## config.mk

```make
export PLATFORM = sky130hd
export DESIGN_NAME = fetch_pc_redirect
export DESIGN_NICKNAME = d
export VERILOG_FILES = /design/src/rtl/fetch_pc_redirect.sv
export SDC_FILE = /design/constraint.sdc
export NUM_CORES = 1
export LEC_CHECK = 0
export CORE_ASPECT_RATIO = 1.2
export CORE_MARGIN = 4
export CORE_UTILIZATION = 42
export CTS_CLUSTER_SIZE = 25
export DETAILED_ROUTE_END_ITERATION = 7
export PLACE_DENSITY = 0.8
export SYNTH_ARGS = -nofsm -noshare
export SYNTH_HDL_FRONTEND = slang
export SYNTH_SLANG_ARGS = --single-unit
```

## constraint.sdc

```tcl
create_clock -name i_clk -period 4 [get_ports i_clk]
set_input_delay 0.6 -clock i_clk [delete_from_list [all_inputs] [get_ports i_clk]]
set_output_delay 0.6 -clock i_clk [all_outputs]
set_load 0.05 [all_outputs]
```

## src/rtl/fetch_pc_redirect.sv

```systemverilog
// fetch_pc_redirect: fetch PC generator with branch-mispredict recovery,
// wrong-path hold window and saturating branch/mispredict counters.
module fetch_pc_redirect #(
    parameter int                    DATA_WIDTH  = 32,
    parameter logic [DATA_WIDTH-1:0] RESET_PC    = 32'h0040_0000,
    parameter int                    FLUSH_DEPTH = 2,
    parameter int                    CNT_WIDTH   = 16
) (
    input  logic                  i_clk,
    input  logic                  i_rst_n,
    input  logic                  i_stall,
    input  logic                  i_if_pred_taken,
    input  logic [DATA_WIDTH-1:0] i_if_pred_target,
    input  logic                  i_ex_mem_is_branch,
    input  logic                  i_ex_mem_taken,
    input  logic [DATA_WIDTH-1:0] i_ex_mem_target,
    input  logic [DATA_WIDTH-1:0] i_ex_mem_pc,
    input  logic                  i_ex_mem_pred_taken,
    input  logic [DATA_WIDTH-1:0] i_ex_mem_pred_tgt,
    output logic [DATA_WIDTH-1:0] o_pc,
    output logic                  o_flush,
    output logic                  o_redirect,
    output logic                  o_recovering,
    output logic [CNT_WIDTH-1:0]  o_branch_cnt,
    output logic [CNT_WIDTH-1:0]  o_mispred_cnt
);
    // A zero depth would leave no wrong-path window at all, so clamp to one cycle.
    localparam int                    FD        = (FLUSH_DEPTH < 1) ? 1 : FLUSH_DEPTH;
    localparam int                    HW        = (FD > 1) ? $clog2(FD) : 1;
    localparam logic [HW-1:0]         HOLD_INIT = HW'(FD - 1);
    localparam logic [DATA_WIDTH-1:0] STEP      = DATA_WIDTH'(4);

    typedef enum logic {RUN, HOLD} state_t;

    state_t                  state, state_nx;
    logic [HW-1:0]           hold_cnt, hold_nx;
    logic                    rv, mp;
    logic [DATA_WIDTH-1:0]   rec_pc, pc_nx;

    assign rv = i_ex_mem_is_branch && (state == RUN);
    assign mp = rv && ((i_ex_mem_taken != i_ex_mem_pred_taken) ||
                       (i_ex_mem_taken && i_ex_mem_pred_taken && (i_ex_mem_target != i_ex_mem_pred_tgt)));
    assign rec_pc = i_ex_mem_taken ? i_ex_mem_target : i_ex_mem_pc + STEP;
    assign pc_nx  = mp ? rec_pc : i_stall ? o_pc : i_if_pred_taken ? i_if_pred_target : o_pc + STEP;
    assign o_recovering = (state == HOLD);

    always_comb begin
        state_nx = state;
        hold_nx  = hold_cnt;
        if (state == RUN) begin
            if (mp) begin
                state_nx = HOLD;
                hold_nx  = HOLD_INIT;
            end
        end else if (hold_cnt == '0) begin
            state_nx = RUN;
        end else begin
            hold_nx = hold_cnt - 1'b1;
        end
    end

    always_ff @(posedge i_clk or negedge i_rst_n) begin
        if (!i_rst_n) begin
            state    <= RUN;
            hold_cnt <= '0;
        end else begin
            state    <= state_nx;
            hold_cnt <= hold_nx;
        end
    end

    always_ff @(posedge i_clk or negedge i_rst_n) begin
        if (!i_rst_n) begin
            o_pc       <= RESET_PC;
            o_flush    <= 1'b0;
            o_redirect <= 1'b0;
        end else begin
            o_pc       <= pc_nx;
            o_flush    <= mp;
            o_redirect <= mp;
        end
    end

    always_ff @(posedge i_clk or negedge i_rst_n) begin
        if (!i_rst_n) begin
            o_branch_cnt  <= '0;
            o_mispred_cnt <= '0;
        end else begin
            if (rv && !(&o_branch_cnt))
                o_branch_cnt <= o_branch_cnt + 1'b1;
            if (mp && !(&o_mispred_cnt))
                o_mispred_cnt <= o_mispred_cnt + 1'b1;
        end
    end
endmodule

```

Word-level counts from Yosys, hierarchy flattened --
Index checks and enable logic that the tools add are counted.
Storage, ports and cells: bits in registers 67, bits of input ports 135, logic and storage cells 37, output and inout port bits 67
Operators by class: equal/unequal tests 3, muxes and demuxes 10, add/sub/neg operators 5, reduce and logical (&&, ||, !) cells 12, bitwise gates (word level) 1
Operators with widths (count):
- $mux W32 | 4
- $add A32 B3 Y32 const B | 2
- $add A16 B1 Y16 const B | 2
- $ne A32 B32 Y1 | 1
- $reduce_and A16 Y1 | 2
- $logic_and A1 B1 Y1 | 6
- $mux W1 | 6
- $logic_not A1 Y1 | 2
- $ne A2 B1 Y1 const B | 1
- $reduce_bool A2 Y1 | 1
- $logic_or A1 B1 Y1 | 1
- $ne A1 B1 Y1 | 1
- $not A1 Y1 | 1
- $sub A1 B1 Y1 const B | 1

Depth between registers and ports, before layout --
depth after elaboration 6, depth in mapped cells 7, gate-level depth less buffers 7

Worst setup path before layout --
OpenSTA, ideal clock, no wires.
kind reg2reg, start register o_pc[2], end register o_pc[24], data required time 3.875 ns, path buffers 0, period minus slack after synthesis 2.365 ns, path slack 1.635 ns, arrival 2.241 ns, stages on the path, launching flop included 8, library setup time 0.125 ns, cell sequence dfrtp_1 -> ha_1 -> nand4_1 -> nor4_4 -> nand2_1 -> nand3_1 -> o311ai_1 -> mux2_2
Between the ends: longest elaborated chain between the ends 4
RTL lines:
- from (decl) | line 20 | output logic [DATA_WIDTH-1:0] o_pc,
- from (signal assigned) | line 78 | o_pc <= pc_nx;
- $add A32 B3 Y32 | line 44 | assign pc_nx = mp ? rec_pc : i_stall ? o_pc : i_if_pred_taken ? i_if_pred_target : o_pc + STEP;
- $mux W32 (3 in series) | line 44
No other way between the ends. The select of a mux whose other input is x is not followed. A chain may end at the register's enable or synchronous reset.

Worst setup path in the final report --
start input i_ex_mem_target[31], end register o_pc[2]
Between the ends: longest elaborated chain between the ends 5, elaborated cells on any way between the ends 6, classes of those cells eq/ne (2); mux (1); reduce/logical (3)
RTL lines:
- from (decl) | line 16 | input logic [DATA_WIDTH-1:0] i_ex_mem_target,
- $ne A32 B32 Y1 (*) | line 42 | (i_ex_mem_taken && i_ex_mem_pred_taken && (i_ex_mem_target != i_ex_mem_pred_tgt)));
- $logic_and A1 B1 Y1 (*) | line 42
- $logic_or A1 B1 Y1 (*) | line 41 | assign mp = rv && ((i_ex_mem_taken != i_ex_mem_pred_taken) ||
- $logic_and A1 B1 Y1 (*) | line 41
- $ne A2 B1 Y1 (no source line) / $mux W32 (equally long branches)
Every way passes the cells marked *; elsewhere a longest branch is shown, timed or not.

==> summary.md <==
| Metric | Value |
|---|---|
| Worst-path maximum fanout | `25` |
| Total grt overflow | `0` |
| Fillers | `1018` |
| Die Height | `131 um` |
| Clock sinks | `67` |
| CTS HTree Levels | `3` |
| Tmin final | `2.67 ns` |
| DRC | `0` |
| Pwr dens | `509 nW/um^2` |
| Count of cell types in the netlist | `64` |
| Worst-Skew Late Latency | `0.32 ns` |
| P_leak | `0.00310 uW` |
| Cell area after synthesis | `5260 sq um` |
| Initial DRC count | `277` |
| DP HPWL | `14800 um` |
| Syn Inst Count | `602` |
| IO Pins | `202` |
| Final Max Tran Viols | `0` |
| Status | `complete, no violations` |
| Syn_area_per_cell | `8.74 sq um` |
| CTS Root Cell | `clkbuf_16` |
| Antenna Cells | `0` |
| DR pass1 iterations | `4` |
| Drt total wl | `18200 um` |
| EDFF count, synth | `0` |
| Synth Flop Type | `dfrtp_1` |
| Final period util | `66.8%` |
| CTS max path bufs | `2` |
| RSZ-0062 raised after global routing | `no` |
| Worst-Margin Slew | `0.811 ns` |
| Clock Skew | `0.00455 ns` |
| Hold Fails Final Rpt | `0` |
| Post-cts resize count | `0` |
| TritonCTS clock tree | `yes` |
| Synth Area in Compound Gates | `13.1%` |
| Die W | `110 um` |
| Setup TNS | `0 ns` |
| Synth Area in Simple Gates | `22.8%` |
| Register area share after synthesis | `31.9%` |
| Syn Nets | `742` |
| Layout cell share with drive strength beyond 1 | `5.51%` |
| Initial Utilization | `43.3%` |
| DIE AREA | `14400 sq um` |
| Worst setup path category | `input port to flip-flop` |
| Tot GR Track Use | `25.1%` |
| Initial antenna violation count | `0` |
| Syn-to-layout area delta | `46.3%` |
| Hold WS | `0.364 ns` |
| Post-Synth XOR/XNOR Area | `15.0%` |
| Crit. End Element | `flip-flop` |
| Port Buffers | `201` |
| Largest net degree at the start of global routing | `48` |
| Crit start category | `input port` |
| Fin cells | `959` |
| Mux share of post-synthesis cell area | `12.3%` |
| WL per Instance | `19.0 um` |
| Largest family of logic cells by synthesized area | `simple AND/OR/NAND/NOR gates` |
| Vias | `5339` |
| Reg clk slew, reported paths | `0.05 ns` |
| Placed Cells | `943` |
| F_max | `374 MHz` |
| Setup Buffers After CTS | `0` |
| Post-synthesis async set-or-reset flop share | `100%` |
| Vias/cell | `5.57` |
| MaxCap Viol Count | `0` |
| Tightest Hold Check Type | `input port to async pin` |
| Num CTS Buffers | `9` |
| First-pass GRT wire length | `28000 um` |
| Post-Synth Adder-Cell Area | `1.19%` |
| Final setup viols | `0` |
| CP Data Arrival Time | `2.87 ns` |
| Yosys warnings | `0` |
| Flops & latches, synth | `67` |
| Vias in the first global route | `5339` |
| Peak VDD IR | `0.478 mV` |
| Placer Congestion | `0.929` |
| Worst slew margin | `45.9%` |
| Worst endpoint required time | `4.20 ns` |
| CTS hold repair buffers | `0` |
| Area of the core | `12200 sq um` |
| Std-Cell Rows | `44` |
| # nets final | `933` |
| Antenna Nets Post-Route | `0` |
[placed cells by master (no fill, tap or decap), types with 3 or more instances in the layout]
cell	synthesis	final
dfrtp_1	66	66
or3_1	3	3
a2bb2oi_1	3	3
nand2b_1	3	3
clkdlybuf4s50_1	0	200
nor4_1	22	22
inv_1	17	17
a31oi_1	5	5
nand4_1	23	23
a221oi_1	3	3
and3_1	12	12
nand3_1	32	32
nand2_1	42	42
clkbuf_16	0	9
o22ai_1	12	12
clkbuf_8	0	3
nor2_1	50	50
a32oi_1	3	3
nor3_1	16	16
mux2_2	11	11
clkbuf_1	15	3
nor2b_1	5	5
ha_1	5	5
mux2i_1	51	51
xor2_1	75	75
buf_4	2	6
a21oi_1	33	33
and4_1	3	3
a211oi_1	11	11
o21ai_0	13	13
a2111oi_0	3	3
xnor2_1	15	15
[registers in the layout, summed over array words and instances (netlist names)]
name,cells
o_pc,32
o_branch_cnt,16
o_mispred_cnt,16
hold_cnt,1
o_recovering,1
o_redirect,1
[cell families (layout without fill, tap and decap cells)]
logic type | Yosys count | in the layout
multiplexers | 63 | 63
adder cells (fa/ha/maj) | 5 | 5
flip-flops | 67 | 67
buffers and inverters | 45 | 241
AO/OA/AOI/OAI | 105 | 105
AND/OR/NAND/NOR | 227 | 227
XOR/XNOR | 90 | 90
[stage by stage]
stage	utilization (%)	instance area, sq um	power [uW]	worst slack (ns)
finish	63.3	7700	3920	1.33
CTS	63.3	7700	3920	1.28
global placement	60.8	7390	3080	1.05
global route	63.3	7700	4110	1.17
floorplan	-	5260	2340	1.63
detailed placement	60.8	7390	3100	0.949
[worst paths after layout]
check / start / endpoint / slack (ns) / cells past startpoint
max: i_ex_mem_target[31] / o_pc[2] / 1.33 / 8
min: i_rst_n / o_mispred_cnt[15] / 0.36 / 1
max reg2reg: o_pc[2] / o_pc[24] / 1.57 / 6
min reg2reg: o_branch_cnt[13] / o_branch_cnt[13] / 0.49 / 1
max in group asynchronous: i_rst_n / o_pc[22] / 2.68 / 2
min in group i_clk: o_branch_cnt[13] / o_branch_cnt[13] / 0.49 / 1
[where the power goes]
| part | leakage (uW) | internal, uW | switching, uW | total (uW) |
|---|---|---|---|---|
| Sequential | 0.000811 | 877 | 290 | 1170 |
| Clock | 0.000150 | 534 | 272 | 807 |
| Combinational | 0.00214 | 736 | 1210 | 1950 |
[cell type report]
| type | count | area [sq um] | area share (%) |
|---|---|---|---|
| Clock buffer | 15 | 278 | 3.61 |
| Clock inverter | 1 | 30.0 | 0.390 |
| Inverter | 18 | 67.6 | 0.877 |
| Multi-Input combinational cell | 490 | 3390 | 44.1 |
| Sequential cell | 67 | 1680 | 21.8 |
| Tap cell | 161 | 201 | 2.62 |
| Timing Repair Buffer | 207 | 2050 | 26.6 |
[Yosys cell counts (3+ instances only)]
cell | n | area (sq um)
a2111oi_0 | 3 | 26.3
a21oi_1 | 33 | 165
nand2_1 | 42 | 158
a2bb2oi_1 | 3 | 26.3
xor2_1 | 75 | 657
and3_1 | 12 | 75.1
xnor2_1 | 15 | 131
nand2b_1 | 3 | 18.8
nand3_1 | 32 | 160
dfrtp_1 | 66 | 1650
nor2_1 | 50 | 188
a221oi_1 | 3 | 26.3
nor2b_1 | 5 | 31.3
o22ai_1 | 12 | 75.1
buf_1 | 3 | 11.3
a31oi_1 | 5 | 31.3
buf_2 | 6 | 30.0
mux2i_1 | 51 | 510
and4_1 | 3 | 26.3
nor3_1 | 16 | 80.1
clkbuf_1 | 15 | 56.3
ha_1 | 5 | 62.6
or3_1 | 3 | 18.8
a32oi_1 | 3 | 26.3
o21ai_0 | 13 | 65.1
nor4_1 | 22 | 138
a211oi_1 | 11 | 82.6
nand4_1 | 23 | 144
inv_1 | 17 | 63.8
mux2_2 | 11 | 124
[critical path, cell delays in order]
cell and delay, ns:
clkdlybuf4s50_1 0.47, xor2_1 0.17, nor4_1 0.44, nand4_1 0.18, o211ai_2 0.26, nand2_4 0.29
buf_4 0.32, mux2i_1 0.13
[metal layers]
layer | vias to the layer above | part of all wire [%] | global-route usage [%]
li1 | 2592 | - | -
met1 | 2489 | 40 | 31.1
met2 | 225 | 50 | 42.8
met3 | 33 | 7.0 | 5.50
met4 | 0 | 3.0 | 9.57
met5 | - | 0 | 0
Note: power is estimated with default switching activity, not from simulation.
